[src/rtl/isa_pkg.sv]
// Shared ISA definitions for the instruction encoder.
// Holds the packed instruction width, field bit positions, the opcode
// constants used for classification, the encoder FSM state type and a
// saturating counter helper.
package isa_pkg;

    localparam int INSTR_W  = 49;

    localparam int OP_MSB   = 48;
    localparam int OP_LSB   = 44;
    localparam int MODE_MSB = 43;
    localparam int MODE_LSB = 42;
    localparam int SRC_MSB  = 41;
    localparam int SRC_LSB  = 37;
    localparam int DST_MSB  = 36;
    localparam int DST_LSB  = 32;
    localparam int LIT_MSB  = 31;
    localparam int LIT_LSB  = 0;

    localparam logic [4:0] OP_STORE = 5'h02;
    localparam logic [4:0] OP_BR0   = 5'h10;
    localparam logic [4:0] OP_BR1   = 5'h11;
    localparam logic [4:0] OP_BR2   = 5'h12;
    localparam logic [4:0] OP_MAX   = 5'h12;

    typedef enum logic [1:0] {
        IDLE = 2'b00,
        LOAD = 2'b01,
        DONE = 2'b10
    } enc_state_e;

    // Increment that sticks at all-ones instead of wrapping.
    function automatic logic [15:0] sat_inc16(input logic [15:0] value);
        logic [15:0] result;
        if (value == 16'hFFFF) begin
            result = value;
        end else begin
            result = value + 16'd1;
        end
        return result;
    endfunction

endpackage

[src/rtl/instr_pack.sv]
// Combinational field packer and opcode classifier.
// Ports:
//   op, mode, src, dst, litsrc : instruction fields
//   word                       : packed {op, mode, src, dst, litsrc}
//   is_branch                  : op is one of the three branch opcodes
//   is_store                   : op is the store opcode
//   is_legal                   : op is within the defined opcode range
module instr_pack
    import isa_pkg::*;
(
    input  logic [4:0]         op,
    input  logic [1:0]         mode,
    input  logic [4:0]         src,
    input  logic [4:0]         dst,
    input  logic [31:0]        litsrc,
    output logic [INSTR_W-1:0] word,
    output logic               is_branch,
    output logic               is_store,
    output logic               is_legal
);

    // Place each field at its fixed bit position in the instruction word.
    always_comb begin
        word                   = '0;
        word[OP_MSB:OP_LSB]     = op;
        word[MODE_MSB:MODE_LSB] = mode;
        word[SRC_MSB:SRC_LSB]   = src;
        word[DST_MSB:DST_LSB]   = dst;
        word[LIT_MSB:LIT_LSB]   = litsrc;
    end

    // Classify the opcode for the statistics counters and legality check.
    always_comb begin
        is_branch = 1'b0;
        is_store  = 1'b0;
        is_legal  = 1'b0;
        case (op)
            OP_BR0, OP_BR1, OP_BR2: is_branch = 1'b1;
            OP_STORE:               is_store  = 1'b1;
            default:                is_branch = 1'b0;
        endcase
        if (op <= OP_MAX) begin
            is_legal = 1'b1;
        end else begin
            is_legal = 1'b0;
        end
    end

endmodule

[src/rtl/instr_encoder.sv]
// Instruction encoder: accepts field bundles over a valid/ready handshake
// during a load session, packs each into a 49-bit word and writes it to
// instruction memory at consecutive (wrapping) addresses from start_addr.
// Optional feature macro: INSTR_ENC_OPCHECK_EN -- drop opcodes above OP_MAX
// without writing them and flag them on the sticky bad_op output.
// Ports:
//   clk, rst                 : clock, asynchronous active-high reset
//   start, start_addr        : begin a session at the given address
//   in_valid/in_ready/in_last: bundle handshake, last marks session end
//   op, mode, src, dst, litsrc: instruction fields
//   imem_we/addr/wdata       : registered memory write port
//   done, ovf                : session finished / memory filled before last
//   n_branch, n_store        : saturating counts of words written
//   bad_op (optional)        : illegal opcode seen this session
module instr_encoder
    import isa_pkg::*;
#(
    parameter int ADDR_W = 8,
    parameter int DEPTH  = 256
) (
    input  logic               clk,
    input  logic               rst,
    input  logic               start,
    input  logic [ADDR_W-1:0]  start_addr,
    input  logic               in_valid,
    output logic               in_ready,
    input  logic               in_last,
    input  logic [4:0]         op,
    input  logic [1:0]         mode,
    input  logic [4:0]         src,
    input  logic [4:0]         dst,
    input  logic [31:0]        litsrc,
    output logic               imem_we,
    output logic [ADDR_W-1:0]  imem_addr,
    output logic [INSTR_W-1:0] imem_wdata,
    output logic               done,
    output logic               ovf,
    output logic [15:0]        n_branch,
    output logic [15:0]        n_store
`ifdef INSTR_ENC_OPCHECK_EN
    ,
    output logic               bad_op
`endif
);

    localparam int CNT_W = $clog2(DEPTH + 1);
    localparam logic [CNT_W-1:0] DEPTH_C = CNT_W'(DEPTH);

    enc_state_e          state_r;
    enc_state_e          state_nxt_s;
    logic [ADDR_W-1:0]   ptr_r;
    logic [CNT_W-1:0]    count_r;
    logic                imem_we_r;
    logic [ADDR_W-1:0]   imem_addr_r;
    logic [INSTR_W-1:0]  imem_wdata_r;
    logic                done_r;
    logic                ovf_r;
    logic [15:0]         n_branch_r;
    logic [15:0]         n_store_r;

    logic [INSTR_W-1:0]  word_s;
    logic                is_branch_s;
    logic                is_store_s;
    logic                is_legal_s;
    logic                in_ready_s;
    logic                accept_s;
    logic                write_s;
    logic                last_fill_s;
    logic                finish_s;
    logic                start_s;

    instr_pack u_pack (
        .op        (op),
        .mode      (mode),
        .src       (src),
        .dst       (dst),
        .litsrc    (litsrc),
        .word      (word_s),
        .is_branch (is_branch_s),
        .is_store  (is_store_s),
        .is_legal  (is_legal_s)
    );

    // Ready depends only on state and fill level, never on in_valid.
    assign in_ready_s = (state_r == LOAD) && (count_r < DEPTH_C);
    assign accept_s   = in_valid && in_ready_s;

`ifdef INSTR_ENC_OPCHECK_EN
    logic bad_op_r;
    assign write_s = accept_s && is_legal_s;
    assign bad_op  = bad_op_r;
`else
    // Legality is only consumed when opcode checking is compiled in.
    logic unused_legal_s;
    assign unused_legal_s = is_legal_s;
    assign write_s        = accept_s;
`endif

    // The write that brings the count up to DEPTH fills the memory window.
    assign last_fill_s = write_s && (count_r == (DEPTH_C - CNT_W'(1)));
    assign finish_s    = accept_s && (in_last || last_fill_s);
    // A start during LOAD is ignored.
    assign start_s     = start && (state_r != LOAD);

    // FSM state register.
    always_ff @(posedge clk or posedge rst) begin
        if (rst) begin
            state_r <= IDLE;
        end else begin
            state_r <= state_nxt_s;
        end
    end

    // FSM next-state logic.
    always_comb begin
        state_nxt_s = state_r;
        case (state_r)
            IDLE: begin
                if (start) begin
                    state_nxt_s = LOAD;
                end else begin
                    state_nxt_s = IDLE;
                end
            end
            LOAD: begin
                if (finish_s) begin
                    state_nxt_s = DONE;
                end else begin
                    state_nxt_s = LOAD;
                end
            end
            DONE: begin
                if (start) begin
                    state_nxt_s = LOAD;
                end else begin
                    state_nxt_s = DONE;
                end
            end
            default: state_nxt_s = IDLE;
        endcase
    end

    // Session datapath: pointer, fill count, write port, status and counters.
    // done is set on the accept edge so it rises together with the final write.
    always_ff @(posedge clk or posedge rst) begin
        if (rst) begin
            ptr_r        <= '0;
            count_r      <= '0;
            imem_we_r    <= 1'b0;
            imem_addr_r  <= '0;
            imem_wdata_r <= '0;
            done_r       <= 1'b0;
            ovf_r        <= 1'b0;
            n_branch_r   <= 16'd0;
            n_store_r    <= 16'd0;
`ifdef INSTR_ENC_OPCHECK_EN
            bad_op_r     <= 1'b0;
`endif
        end else begin
            imem_we_r <= 1'b0;
            if (start_s) begin
                ptr_r      <= start_addr;
                count_r    <= '0;
                done_r     <= 1'b0;
                ovf_r      <= 1'b0;
                n_branch_r <= 16'd0;
                n_store_r  <= 16'd0;
`ifdef INSTR_ENC_OPCHECK_EN
                bad_op_r   <= 1'b0;
`endif
            end else if (accept_s) begin
                if (write_s) begin
                    imem_we_r    <= 1'b1;
                    imem_addr_r  <= ptr_r;
                    imem_wdata_r <= word_s;
                    ptr_r        <= ptr_r + ADDR_W'(1);
                    count_r      <= count_r + CNT_W'(1);
                    if (is_branch_s) begin
                        n_branch_r <= sat_inc16(n_branch_r);
                    end
                    if (is_store_s) begin
                        n_store_r <= sat_inc16(n_store_r);
                    end
                end
`ifdef INSTR_ENC_OPCHECK_EN
                if (!is_legal_s) begin
                    bad_op_r <= 1'b1;
                end
`endif
                if (finish_s) begin
                    done_r <= 1'b1;
                    ovf_r  <= last_fill_s && !in_last;
                end
            end
        end
    end

    assign in_ready   = in_ready_s;
    assign imem_we    = imem_we_r;
    assign imem_addr  = imem_addr_r;
    assign imem_wdata = imem_wdata_r;
    assign done       = done_r;
    assign ovf        = ovf_r;
    assign n_branch   = n_branch_r;
    assign n_store    = n_store_r;

endmodule

[config.mk]
export PLATFORM = sky130hd
export DESIGN_NAME = instr_encoder
export DESIGN_NICKNAME = d
export VERILOG_FILES = /design/src/rtl/isa_pkg.sv /design/src/rtl/instr_pack.sv /design/src/rtl/instr_encoder.sv
export SDC_FILE = /design/constraint.sdc
export NUM_CORES = 1
export LEC_CHECK = 0
export ABC_AREA = 1
export BUFFER_PORTS_ARGS = -buffer_cell sky130_fd_sc_hd__buf_2
export CAP_MARGIN = 40
export CORE_MARGIN = 10
export CORE_UTILIZATION = 45
export CTS_BUF_LIST = sky130_fd_sc_hd__clkbuf_4
export CTS_CLUSTER_DIAMETER = 80
export DETAILED_ROUTE_END_ITERATION = 6
export GPL_ROUTABILITY_DRIVEN = 0
export PLACE_DENSITY = 0.71
export SYNTH_ARGS = -nofsm -noshare
export SYNTH_HDL_FRONTEND = slang
export SYNTH_SLANG_ARGS = --single-unit
[constraint.sdc]
create_clock -name clk -period 4.35 [get_ports clk]
set_clock_uncertainty 0.1 [all_clocks]
set_input_delay 0.435 -clock clk [delete_from_list [all_inputs] [get_ports clk]]
set_output_delay 0.435 -clock clk [all_outputs]
set_load 0.01 [all_outputs]
; ---- After elaboration in Yosys (flattened, before gate mapping)
; Index checks and enable logic that the tools add are counted.
[op_classes]
bitwise_logic = 1
n_addsub = 4
n_lt_le_gt_ge = 1
reduce_logical = 18
n_mux = 26
n_eq_ne = 12
[ops]
columns = cell, n
row1 = $mux W16, 8
row2 = $add A16 B1 Y16 const B, 2
row3 = $eq A16 B16 Y1 const B, 2
row4 = $mux W9, 2
row5 = $mux W8, 2
row6 = $eq A5 B5 Y1 const B, 3
row7 = $mux W1, 11
row8 = $add A9 B1 Y9 const B, 1
row9 = $eq A9 B8 Y1 const B, 1
row10 = $lt A9 B9 Y1 const B, 1
row11 = $add A8 B1 Y8 const B, 1
row12 = $reduce_bool A2 Y1, 4
row13 = $logic_and A1 B1 Y1, 6
row14 = $pmux W2 S3, 1
row15 = $reduce_and A3 Y1, 2
row16 = $eq A5 B2 Y1 const B, 1
row17 = $mux W2, 2
row18 = $ne A2 B2 Y1 const B, 2
row19 = $reduce_and A2 Y1, 2
row20 = $reduce_or A3 Y1, 1
row21 = $eq A2 B1 Y1 const B, 1
row22 = $eq A2 B2 Y1 const B, 1
row23 = $logic_not A2 Y1, 1
row24 = $ne A2 B1 Y1 const B, 1
row25 = other kinds (3), 3
[totals]
out_inout_bits = 93
regBits = 111
inputBits = 62
wordCells = 72

; ---- Depth between registers and ports, before layout
; Gate-level depths: netlist of the first run.
[logic_depth]
word_depth = 9
depth_mapped = 10

; ---- Hierarchy
; From an unflattened synthesis of the first run, not the netlist that was laid out.
[unflattened]
cells_unflattened = 760
hier_area_um2 = 5765.5
[by_module_without_submodules]
columns = module, area_per_inst_um2, instances, seq_area_each_um2, cells_each
row1 = instr_encoder, 5355.1, 1, 2777.7, 701
row2 = instr_pack, 410.4, 1, 0.0, 59

; ---- Worst setup path before layout of the first run
; No wires, ideal clock.
[synth_timing]
path_kind = register to register
from = register n_store_r[0] (netlist: n_store[0])
to = register n_store_r[2] (netlist: n_store[2])
t_arrival_ps = 1393
required_ps = 4132
path_slack_ps = 2739
path_buffers = 1
synth_period_minus_slack_ps = 1611
stages_incl_launch_ff = 9
cell_sequence = dfrtp_1 ha_1 nand3_1 nor2_1 nand3_1 nand3_4 buf_6 nand2_1 o21ai_2
[synth_between]
elab_chain_len = 5
elab_cells_between_ends = 8
cone_classes = add/sub (1) / eq/ne (2) / mux (4) / reduce/logical (1)
[synth_rtl]
columns = item, line_no
row1 = "start, declared", instr_encoder.sv:59  ; logic [15:0] n_store_r;
row2 = "start signal, assigned", instr_encoder.sv:182  ; n_store_r <= sat_inc16(n_store_r);
row3 = $add A16 B1 Y16, isa_pkg.sv:38  ; result = value + 16'd1;
row4 = $mux W16, isa_pkg.sv:35  ; if (value == 16'hFFFF) begin
row5 = $mux W16, instr_encoder.sv:181  ; if (is_store_s) begin
row6 = $mux W16, instr_encoder.sv:171  ; end else if (accept_s) begin
row7 = $mux W16, instr_encoder.sv:161  ; if (start_s) begin
; Several ways; a longest one is shown, not always the timed one. The select of a mux whose other input is x is not followed.
; A chain may end at the register's enable or synchronous reset.

; ---- Final worst setup path of the first run
[layout_timing]
from = register state_r[1]
to = register n_branch_r[7] (netlist: n_branch[7])
[layout_between]
elab_chain_len = 5
elab_cells_between_ends = 10
cone_classes = eq/ne (3) / mux (1) / reduce/logical (6)
[layout_rtl]
columns = item, line_no
row1 = "start, declared", instr_encoder.sv:49  ; enc_state_e state_r;
row2 = "start signal, assigned", instr_encoder.sv:110  ; state_r <= state_nxt_s;
row3 = $eq A2 B1 Y1, instr_encoder.sv:85  ; assign in_ready_s = (state_r == LOAD) && (count_r < DEPTH_C);
row4 = $logic_and A1 B1 Y1, instr_encoder.sv:85
row5 = $logic_and A1 B1 Y1, instr_encoder.sv:86  ; assign accept_s = in_valid && in_ready_s;
row6 = $reduce_bool A2 Y1 (no line), --
row7 = $reduce_and A3 Y1 (no line), --
row8 = "end signal, assigned", instr_encoder.sv:179  ; n_branch_r <= sat_inc16(n_branch_r);
row9 = "end, declared", instr_encoder.sv:58  ; logic [15:0] n_branch_r;
; Several ways; a longest one is shown, not always the timed one.

==> flow_metrics.py, run 1 <==
metrics = {
    "run_status": {
        "outcome": "completed",
    },
    "min_path": {
        "holdCritPathClass": "primary input to flop",
    },
    "grt": {
        "grt_antenna_before_repair": 2,
        "globalRouteOverflowTotal": 0,
        "largest_net_degree_at_the_start_of_global_routing": 73,
        "first_global_vias": 4674,
        "global_route.usage.total": 0.170,
        "grt_first_pass_wirelength_mm": 23.3,
    },
    "cts": {
        "cts_made_buffers": 9,
        "cts-htree-levels": 3,
        "cts_tree": "done",
        "clock_path_buffers": 2,
        "clkTransAtPathRegs_ns": 0.17,
        "root_buffer": "sky130_fd_sc_hd__clkbuf_4",
        "post-cts-setup-buffer-count": 0,
        "cts.sink_count": 111,
        "worst_skew_pair.late_latency_ns": 0.49,
    },
    "sta": {
        "hold_slack_ns": 0.0214,
        "period_share": 0.577,
        "setup_tns_ns": 0,
        "relSlewSlack": 0.452,
        "max_slew.worst_pin.slew_ns": 0.820,
        "achievable-frequency_ghz": 0.398,
        "setup_repair_after_global_routing_missed_its_margin": "false",
        "report.final.slew_viol_count": 0,
        "period_needed_ns": 2.51,
        "number_of_failing_setup_endpoints_in_the_final_timing_report": 0,
        "timing.final.hold_violations": 0,
    },
    "worst_setup_path": {
        "r2r_setup_slack_ns": 1.84,
        "cp_num_cells": 8,
        "rr_startpoint": "state_r[1]$_DFF_PP0_",
        "timing.critical_path.buf_inv": 2,
        "data_required_time_at_the_worst_endpoint_ns": 4.67,
        "critPathSlowestCell": "sky130_fd_sc_hd__nand2_2",
        "timing.critical_path.from_type": "flop",
        "critical-path-top-delay-family": "simple AND/OR/NAND/NOR gates",
        "setup.worst_path.class": "flop to flop",
        "setup.worst_path.end": "n_branch[7]$_DFFE_PP0P_",
        "worstSetupEndpointType": "flop",
        "reg2reg_depth": 8,
        "regToRegEndpoint": "n_branch[7]$_DFFE_PP0P_",
        "critPathMaxStageDelay_ns": 0.48,
        "timing.critical_path.from": "state_r[1]$_DFF_PP0_",
        "cp_common_cell": "sky130_fd_sc_hd__nand2_2",
        "critPathMaxFanout": 41,
        "cp.arrival_ns": 2.83,
        "sequence_of_cells_on_the_critical_path": "inv_1 -> nand2_2 -> nand2_2 -> nand2_2 -> nand3_2 -> inv_1 -> nand2_1 -> nand2_1",
    },
    "yosys": {
        "synth_cells": 717,
        "synth.lib_cells_used.distinct": 31,
        "synth.net_count": 784,
        "combined_area_of_all_synthesized_cells_um2": 5490,
        "yosys_register_bits": 111,
        "synth.yosys.warnings": 0,
        "synth-seq-area-share": 0.506,
        "syn_avg_cell_area_um2": 7.66,
    },
    "final_layout": {
        "final_common_cell": "sky130_fd_sc_hd__nand2_1",
        "syn_to_final_growth_pct": 19.1,
        "post_route_standard_cell_area_excluding_fillers_um2": 6540,
        "most-common-layout-cells": "sky130_fd_sc_hd__nand2_1, sky130_fd_sc_hd__buf_2, sky130_fd_sc_hd__dfrtp_1",
        "layout.nets": 937,
        "non_filler_cells_final": 1024,
        "layout.filler_cells": 1136,
        "post_route_cells_drive_above_1_share": 0.223,
    },
    "die": {
        "core_area_um2": 12000,
        "core.rowCount": 40,
        "initial_utilization": 0.459,
        "floorplan.die.width_um": 130,
        "die_area_um2": 17000,
        "die_y_um": 130,
        "count_of_pins_on_the_block_boundary": 155,
    },
    "power": {
        "p_per_cell_area_nw_per_um2": 523,
        "internal_power_mw": 1.98,
        "power.combinational.fraction": 0.403,
        "cellLeakagePower_nw": 3.56,
        "ir_drop_mv": 0.297,
        "power.total_mw": 3.42,
        "power_frac_seq": 0.461,
        "netSwitchingFraction": 0.422,
        "clockPowerShare": 0.136,
        "netSwitchingPower_mw": 1.44,
    },
    "placed_design": {
        "placed_cell_area_um2": 6350,
        "io_buffer_count": 154,
        "detailed_place_hpwl_mm": 10.3,
        "place_inst": 999,
    },
    "drt": {
        "drt_iter0_markers": 396,
        "remaining_drc_errors": 0,
        "totalWireLength_mm": 14.1,
        "via_count": 4942,
        "via_per_inst": 4.83,
        "antenna_violating_nets_post_route": 0,
        "dr.pass1.iters": 5,
        "wire_per_inst_um": 13.8,
    },
    "run": {
        "drv_cap": 0,
    },
}
metal layers:
metal,GRT usage,part of all wire,up-vias
met2,0.282,0.48,100
met5,0,0,-
met1,0.212,0.44,2246
li1,-,-,2571
met4,0.0739,0.025,0
met3,0.0330,0.049,25
final cells by class:
class / instances / area [µm²] / area share
antenna: 2 / 5.00 / 0.000766
clock buffer: 9 / 67.6 / 0.0103
clock inverter: 7 / 46.3 / 0.00708
inverter: 64 / 243 / 0.0371
multi-input combinational: 519 / 2340 / 0.358
sequential: 111 / 2780 / 0.425
tap: 147 / 184 / 0.0281
timing repair buffer: 165 / 871 / 0.133
metrics by stage:
stage               setup WS (ns)   util
floorplan                   0.884      -
global placement             1.91  0.531
detailed placement           1.81  0.531
CTS                          1.80  0.545
global route                 1.45  0.546
finish                       1.84  0.546
registers in the layout (all words and copies together) (netlist names):
register	flops
state_r	2
imem_addr	8
n_branch	16
imem_we	1
ovf	1
n_store	16
count_r	9
ptr_r	8
imem_wdata	49
done	1
synth_stat cells:
cell / count / area share
sky130_fd_sc_hd__a21oi_1: 6 / 0.0055
sky130_fd_sc_hd__a22o_1: 2 / 0.0032
sky130_fd_sc_hd__and3_1: 1 / 0.0011
sky130_fd_sc_hd__buf_2: 10 / 0.0091
sky130_fd_sc_hd__buf_6: 4 / 0.0082
sky130_fd_sc_hd__clkbuf_1: 9 / 0.0062
sky130_fd_sc_hd__dfrtp_1: 111 / 0.51
sky130_fd_sc_hd__ha_1: 5 / 0.011
sky130_fd_sc_hd__inv_1: 62 / 0.042
sky130_fd_sc_hd__inv_2: 2 / 0.0014
sky130_fd_sc_hd__nand2_1: 300 / 0.21
sky130_fd_sc_hd__nand2_2: 3 / 0.0034
sky130_fd_sc_hd__nand3_1: 51 / 0.047
sky130_fd_sc_hd__nand3_2: 1 / 0.0018
sky130_fd_sc_hd__nand3_4: 2 / 0.0064
sky130_fd_sc_hd__nand4_1: 13 / 0.015
sky130_fd_sc_hd__nor2_1: 61 / 0.042
sky130_fd_sc_hd__nor2_4: 1 / 0.0021
sky130_fd_sc_hd__nor3_1: 8 / 0.0073
sky130_fd_sc_hd__nor3_4: 1 / 0.0030
sky130_fd_sc_hd__o211ai_1: 2 / 0.0027
sky130_fd_sc_hd__o21ai_0: 35 / 0.032
sky130_fd_sc_hd__o21ai_1: 1 / 0.00091
sky130_fd_sc_hd__o21ai_2: 9 / 0.014
sky130_fd_sc_hd__o21bai_1: 3 / 0.0041
sky130_fd_sc_hd__o221ai_1: 1 / 0.0016
sky130_fd_sc_hd__o22ai_1: 2 / 0.0023
sky130_fd_sc_hd__o31ai_1: 1 / 0.0014
sky130_fd_sc_hd__or2_0: 1 / 0.0011
sky130_fd_sc_hd__or2_2: 3 / 0.0034
sky130_fd_sc_hd__xor2_1: 6 / 0.0096
worst register-to-register path, delay by kind of cell (launching register included):
| kind | cells | cell delay [ns] |
|---|---|---|
| buffers and inverters | 2 | 0.30 |
| flip-flops | 1 | 0.42 |
| AND/OR/NAND/NOR | 6 | 1.65 |
how the worst min path moves through the flow:
stage / startpoint / cells after the start / endpoint
4_1_cts: litsrc[22] / 3 / imem_wdata[22]$_DFFE_PP0P_
3_3_place_gp: imem_wdata[31]$_DFFE_PP0P_ / 2 / imem_wdata[31]$_DFFE_PP0P_
2_1_floorplan: state_r[0]$_DFF_PP0_ / 1 / state_r[1]$_DFF_PP0_
6_report: src[1] / 3 / imem_wdata[38]$_DFFE_PP0P_
5_1_grt: dst[0] / 3 / imem_wdata[32]$_DFFE_PP0P_
3_5_place_dp: imem_wdata[31]$_DFFE_PP0P_ / 2 / imem_wdata[31]$_DFFE_PP0P_
timing repair:
item                      in CTS  in global routing
hold endpoints to repair      55                  1
gates resized for setup        0                  0
hold buffers                   6                  1
power groups by stage:
stage,Clock [mW],Combinational [mW],Sequential [mW]
after CTS,0.485,1.41,1.58
after floorplan,0,0.759,1.72
final,0.465,1.38,1.57
after detailed placement,0,1.41,1.59
after global routing,0.531,1.57,1.63
after global placement,0,1.39,1.59
logic make-up (layout without fill, tap and decap cells):
group                      after synthesis  in the layout  share of synthesized area
AOI/OAI and AO/OA                       62             62                     0.0679
other                                    0              2                          0
DFF                                    111            111                      0.506
buffers and inverters                   87            245                     0.0672
and+or+nand+nor                        446            446                      0.338
adders and majority gates                5              5                     0.0114
xor gates and xnor gates                 6              6                    0.00957
No activity file was read; power rests on OpenSTA's default activity.
==> run 2: changes to the inputs <==
--- a/config.mk
+++ b/config.mk
@@ -14,7 +14,7 @@
 export CTS_CLUSTER_DIAMETER = 80
 export DETAILED_ROUTE_END_ITERATION = 6
 export GPL_ROUTABILITY_DRIVEN = 0
-export PLACE_DENSITY = 0.71
+export PLACE_DENSITY = 0.73
 export SYNTH_ARGS = -nofsm -noshare
 export SYNTH_HDL_FRONTEND = slang
 export SYNTH_SLANG_ARGS = --single-unit
==> constraint.sdc (replaced) <==
create_clock -name clk -period 2 [get_ports clk]
set_clock_uncertainty 0.1 [all_clocks]
set_input_delay 0.2 -clock clk [delete_from_list [all_inputs] [get_ports clk]]
set_output_delay 0.2 -clock clk [all_outputs]
set_load 0.01 [all_outputs]
==> run 2 against run 1 <==
  * Critical path depth is 1 lower
  * First-iteration DRC count up 3.0%
  * Design area up 11%
  * Die area did not move
  * Via count rose by 6.4%
  * Combinational power rose by 140%
  * Sequential cell count stayed put
  * Maximum frequency grew 40%
==> flow_metrics.py, run 2 (same netlist as run 1, synthesis figures left out) <==
metrics = {
    "die": {
        "die_area_um2": 17000,
        "count_of_pins_on_the_block_boundary": 155,
        "floorplan.die.width_um": 130,
        "die_y_um": 130,
        "initial_utilization": 0.459,
        "core_area_um2": 12000,
        "core.rowCount": 40,
    },
    "final_layout": {
        "final_common_cell": "sky130_fd_sc_hd__nand2_1",
        "largest_reg_flops": 49,
        "layout.nets": 998,
        "non_filler_cells_final": 1086,
        "post_route_cells_drive_above_1_share": 0.218,
        "syn_to_final_growth_pct": 31.8,
        "most-common-layout-cells": "sky130_fd_sc_hd__nand2_1, sky130_fd_sc_hd__buf_2, sky130_fd_sc_hd__dfrtp_1",
    },
    "cts": {
        "cts.sink_count": 111,
        "post-cts-setup-buffer-count": 0,
        "root_buffer": "sky130_fd_sc_hd__clkbuf_4",
        "worst_skew_pair.late_latency_ns": 0.47,
        "cts_tree": "done",
        "clock_path_buffers": 2,
        "clkTransAtPathRegs_ns": 0.16,
        "post_cts_resize_count": 0,
        "cts_made_buffers": 9,
        "cts-htree-levels": 3,
    },
    "placed_design": {
        "io_buffer_count": 154,
        "place_inst": 1006,
        "detailed_place_hpwl_mm": 10.5,
        "pre_cts_ws_ns": 0.219,
    },
    "run_status": {
        "outcome": "completed",
    },
    "drt": {
        "dr.pass1.iters": 5,
        "via_count": 5258,
        "wire_per_inst_um": 14.2,
        "antenna_violating_nets_post_route": 0,
        "drt_iter0_markers": 408,
        "remaining_drc_errors": 0,
        "via_per_inst": 4.84,
        "totalWireLength_mm": 15.4,
    },
    "worst_setup_path": {
        "setup.worst_path.class": "flop to flop",
        "critPathSlowestCell": "sky130_fd_sc_hd__dfrtp_1",
        "sequence_of_cells_on_the_critical_path": "ha_1 -> nand3_1 -> nor2_1 -> nand3_1 -> nand3_4 -> buf_12 -> o21ai_0",
        "cp.arrival_ns": 2.06,
        "timing.critical_path.from_type": "flop",
        "critPathMaxFanout": 18,
        "worstSetupEndpointType": "flop",
        "critical-path-top-delay-family": "simple AND/OR/NAND/NOR gates",
        "rr_startpoint": "n_store[0]$_DFFE_PP0P_",
        "data_required_time_at_the_worst_endpoint_ns": 2.26,
        "timing.critical_path.buf_inv": 1,
        "critPathMaxStageDelay_ns": 0.48,
        "cp_common_cell": "sky130_fd_sc_hd__nand3_1",
        "timing.critical_path.from": "n_store[0]$_DFFE_PP0P_",
    },
    "sta": {
        "relSlewSlack": 0.574,
        "timing.final.hold_violations": 0,
        "setup_tns_ns": 0,
        "hold_slack_ns": 0.279,
        "period_needed_ns": 1.80,
        "setup_ws_ns": 0.202,
        "number_of_failing_setup_endpoints_in_the_final_timing_report": 0,
        "achievable-frequency_ghz": 0.556,
        "report.final.slew_viol_count": 0,
        "period_share": 0.899,
        "setup_repair_after_global_routing_missed_its_margin": "false",
        "max_slew.worst_pin.slew_ns": 0.639,
    },
    "grt": {
        "first_global_vias": 5190,
        "grt_antenna_before_repair": 2,
        "largest_net_degree_at_the_start_of_global_routing": 112,
        "grt_first_pass_wirelength_mm": 25.6,
        "global_route.usage.total": 0.185,
        "globalRouteOverflowTotal": 0,
    },
    "power": {
        "p_per_cell_area_nw_per_um2": 1110,
        "cellLeakagePower_nw": 3.86,
        "ir_drop_mv": 0.701,
    },
    "run": {
        "drv_cap": 0,
    },
    "min_path": {
        "holdCritPathClass": "primary input to asynchronous set/reset pin",
    },
}
[run 2: cell count changes in the layout (fill, tap and decap cells not counted)]
cell | previous run | this run
sky130_fd_sc_hd__dlygate4sd3_1 | 7 | 61
sky130_fd_sc_hd__buf_12 | 0 | 5
sky130_fd_sc_hd__inv_8 | 0 | 3
sky130_fd_sc_hd__buf_4 | 4 | 6
sky130_fd_sc_hd__clkinv_1 | 2 | 0
sky130_fd_sc_hd__bufinv_16 | 0 | 1
sky130_fd_sc_hd__diode_2 | 2 | 3
sky130_fd_sc_hd__inv_4 | 1 | 0
sky130_fd_sc_hd__inv_6 | 2 | 1
[run 2: per-stage QoR]
stage               total power [mW]  utilization  area (µm²)
finish                          8.00        0.605        7240
global route                    8.63        0.605        7230
CTS                             8.03        0.604        7230
detailed placement              6.70        0.540        6460
global placement                6.63        0.540        6460
floorplan                       5.40            -        5490
[run 2: layer usage]
layer  GRT usage  share of wire
met1       0.229           0.43
met2       0.309           0.49
met3      0.0383          0.054
met4      0.0765          0.027
met5           0              0
[run 2: layout make-up]
type | count | area [µm²]
Antenna cell | 3 | 7.51
Clock buffer | 9 | 67.6
Clock inverter | 7 | 86.3
Fill cell | 1034 | 4730
Inverter | 64 | 244
Multi-Input combinational cell | 519 | 2340
Sequential cell | 111 | 2780
Tap cell | 147 | 184
Timing Repair Buffer | 226 | 1530
[run 2: what timing repair did]
item                                   CTS  global route
setup endpoints to repair                0             0
endpoints found under the hold margin  172             0
hold buffers                            61             0
[run 2: power breakdown]
part / internal, mW / total [mW] / switching, mW
Sequential: 2.97 / 3.46 / 0.495
Clock: 0.413 / 1.23 / 0.819
Combinational: 1.28 / 3.30 / 2.02
[run 2: worst min-delay path, stage by stage]
cell                            delay [ns]
sky130_fd_sc_hd__dlygate4sd3_1        0.53
sky130_fd_sc_hd__buf_2                0.13
sky130_fd_sc_hd__clkinvlp_4           0.07
sky130_fd_sc_hd__buf_12               0.39
[run 2: worst paths after layout]
check	end	slack, ns	depth (start not counted)
setup reg to reg	n_store[14]$_DFFE_PP0P_	0.20	7
max in group asynchronous	n_store[7]$_DFFE_PP0P_	1.00	4
hold reg to reg	imem_wdata[0]$_DFFE_PP0P_	0.40	2
min in group clk	imem_wdata[5]$_DFFE_PP0P_	0.33	4
setup / recovery	n_store[14]$_DFFE_PP0P_	0.20	7
hold / removal	n_store[13]$_DFFE_PP0P_	0.28	4
==> run 3: changes to the inputs <==
--- a/config.mk
+++ b/config.mk
@@ -14,7 +14,7 @@
 export CTS_CLUSTER_DIAMETER = 80
 export DETAILED_ROUTE_END_ITERATION = 6
 export GPL_ROUTABILITY_DRIVEN = 0
-export PLACE_DENSITY = 0.73
+export PLACE_DENSITY = 0.69
 export SYNTH_ARGS = -nofsm -noshare
 export SYNTH_HDL_FRONTEND = slang
 export SYNTH_SLANG_ARGS = --single-unit
==> run 3 against run 2 <==
  * Routed wire length grew 0.44%
  * Clock power decreased by 9.8%
  * Hold slack got worse by 0.15 ns
  * Setup slack got worse by 0.032 ns
  * Count of clock-buffer cells in the layout is 1 higher
  * First-iteration DRC count fell by 5.1%
  * Sequential power hardly changed
  * Sequential cell count is the same
  * Critical path type unchanged
  * Largest power group unchanged
==> flow_metrics.py, run 3 (same netlist as run 1, synthesis figures left out) <==
metrics = {
    "final_layout": {
        "syn_to_final_growth_pct": 32.8,
        "post_route_cells_drive_above_1_share": 0.222,
        "most-common-layout-cells": "sky130_fd_sc_hd__nand2_1, sky130_fd_sc_hd__buf_2, sky130_fd_sc_hd__dfrtp_1",
        "largest_reg_flops": 49,
        "non_filler_cells_final": 1094,
        "final_common_cell": "sky130_fd_sc_hd__nand2_1",
        "layout.nets": 1005,
    },
    "grt": {
        "globalRoute.busiestLayer": "met2",
        "grt_first_pass_wirelength_mm": 25.4,
        "largest_net_degree_at_the_start_of_global_routing": 73,
        "globalRouteOverflowTotal": 0,
        "grt_antenna_before_repair": 2,
        "global_route.usage.total": 0.186,
        "grtUsageMet1": 0.227,
        "first_global_vias": 5107,
        "grt.met3_usage": 0.0512,
        "grt_util_met2": 0.309,
    },
    "sta": {
        "max_slew.worst_pin.slew_ns": 0.413,
        "setup_ws_ns": 0.170,
        "setup_tns_ns": 0,
        "number_of_failing_setup_endpoints_in_the_final_timing_report": 0,
        "setup_repair_after_global_routing_missed_its_margin": "false",
        "relSlewSlack": 0.724,
        "timing.final.hold_violations": 0,
        "period_share": 0.915,
        "achievable-frequency_ghz": 0.547,
        "report.final.slew_viol_count": 0,
        "period_needed_ns": 1.83,
    },
    "worst_setup_path": {
        "data_required_time_at_the_worst_endpoint_ns": 2.28,
        "setup.worst_path.class": "flop to flop",
        "worstSetupEndpointType": "flop",
        "timing.critical_path.from_type": "flop",
        "critPathMaxFanout": 10,
        "cp.arrival_ns": 2.11,
    },
    "drt": {
        "antenna_violating_nets_post_route": 0,
        "via_per_inst": 4.79,
        "totalWireLength_mm": 15.5,
        "wire_per_inst_um": 14.2,
        "drt_iter0_markers": 387,
        "remaining_drc_errors": 0,
        "dr.pass1.iters": 5,
        "via_count": 5243,
    },
    "cts": {
        "clkTransAtPathRegs_ns": 0.15,
        "cts_made_buffers": 9,
        "clock_path_buffers": 2,
        "cts_tree": "done",
        "root_buffer": "sky130_fd_sc_hd__clkbuf_4",
        "cts.sink_count": 111,
        "worst_skew_pair.late_latency_ns": 0.49,
        "cts-htree-levels": 3,
    },
    "power": {
        "cellLeakagePower_nw": 3.89,
        "p_per_cell_area_nw_per_um2": 1090,
        "ir_drop_mv": 0.796,
    },
    "die": {
        "count_of_pins_on_the_block_boundary": 155,
        "core.rowCount": 40,
        "core_area_um2": 12000,
        "die_y_um": 130,
        "die_area_um2": 17000,
        "floorplan.die.width_um": 130,
        "initial_utilization": 0.459,
    },
    "placed_design": {
        "pre_cts_ws_ns": 0.136,
        "detailed_place_hpwl_mm": 10.7,
        "io_buffer_count": 154,
        "place_inst": 1010,
    },
    "run_status": {
        "outcome": "completed",
    },
    "min_path": {
        "holdCritPathClass": "primary input to asynchronous set/reset pin",
    },
    "run": {
        "drv_cap": 0,
    },
}
-- run 3: cell count changes in the layout (fill, tap and decap cells not counted) --
cell and change:
sky130_fd_sc_hd__buf_4 +6, sky130_fd_sc_hd__nand3_2 -1, sky130_fd_sc_hd__clkinv_1 +2, sky130_fd_sc_hd__nand3_4 +2, sky130_fd_sc_hd__diode_2 +1, sky130_fd_sc_hd__inv_8 -3
sky130_fd_sc_hd__clkbuf_4 +1
-- run 3: through the flow --
step | total power, mW | hold WS, ns | util | area (µm²)
floorplan | 5.40 | 0.198 | - | 5490
global placement | 6.63 | 0.104 | 0.542 | 6480
detailed placement | 6.69 | 0.105 | 0.542 | 6480
CTS | 7.91 | 0.104 | 0.604 | 7230
global route | 8.58 | 0.0879 | 0.609 | 7280
finish | 7.91 | 0.124 | 0.609 | 7290
-- run 3: final cells by class --
cell class / instances / area (µm²)
clock inverters: 6 / 60.1
inverters: 64 / 244
well taps: 147 / 184
repair buffers: 232 / 1570
multi-input cells: 520 / 2370
fillers: 1081 / 4670
flip-flops and latches: 111 / 2780
clock buffers: 10 / 75.1
diodes: 4 / 10.0
-- run 3: path summary, 6_finish.rpt --
path | to | cells after the start | start | slack [ns]
setup reg to reg | n_store[14]$_DFFE_PP0P_ | 7 | n_store[1]$_DFFE_PP0P_ | 0.17
hold reg to reg | imem_wdata[2]$_DFFE_PP0P_ | 2 | imem_wdata[2]$_DFFE_PP0P_ | 0.39
hold / removal | n_store[14]$_DFFE_PP0P_ | 3 | rst | 0.12
min in group clk | imem_wdata[26]$_DFFE_PP0P_ | 4 | litsrc[26] | 0.33
setup / recovery | n_store[14]$_DFFE_PP0P_ | 7 | n_store[1]$_DFFE_PP0P_ | 0.17
max in group asynchronous | imem_we$_DFF_PP0_ | 4 | rst | 1.11
-- run 3: where the power goes --
group | total, mW | internal [mW] | leakage [nW] | switching (mW)
combinational | 3.37 | 1.30 | 2.38 | 2.07
sequential | 3.43 | 2.97 | 1.43 | 0.462
clock | 1.11 | 0.393 | 0.0759 | 0.718
-- run 3: timing repair --
item | CTS | global route
hold buffers | 61 | 0
resized for setup | 0 | 2
endpoints found under the setup margin | 0 | 4
buffers inserted | 0 | 2
hold endpoints to repair | 172 | 0
-- run 3: routing by layer --
metal,up-vias,share of wire
met5,-,0
met4,0,0.020
met3,16,0.058
met2,127,0.50
met1,2391,0.42
li1,2709,-
-- run 3: worst max-delay path, stage by stage (launching register included) --
cell and delay, ns:
sky130_fd_sc_hd__dfrtp_1 0.45, sky130_fd_sc_hd__ha_1 0.26, sky130_fd_sc_hd__nand3_1 0.16, sky130_fd_sc_hd__nor2_1 0.14
sky130_fd_sc_hd__nand3_1 0.22, sky130_fd_sc_hd__nand3_4 0.18, sky130_fd_sc_hd__buf_12 0.13, sky130_fd_sc_hd__o21ai_0 0.09
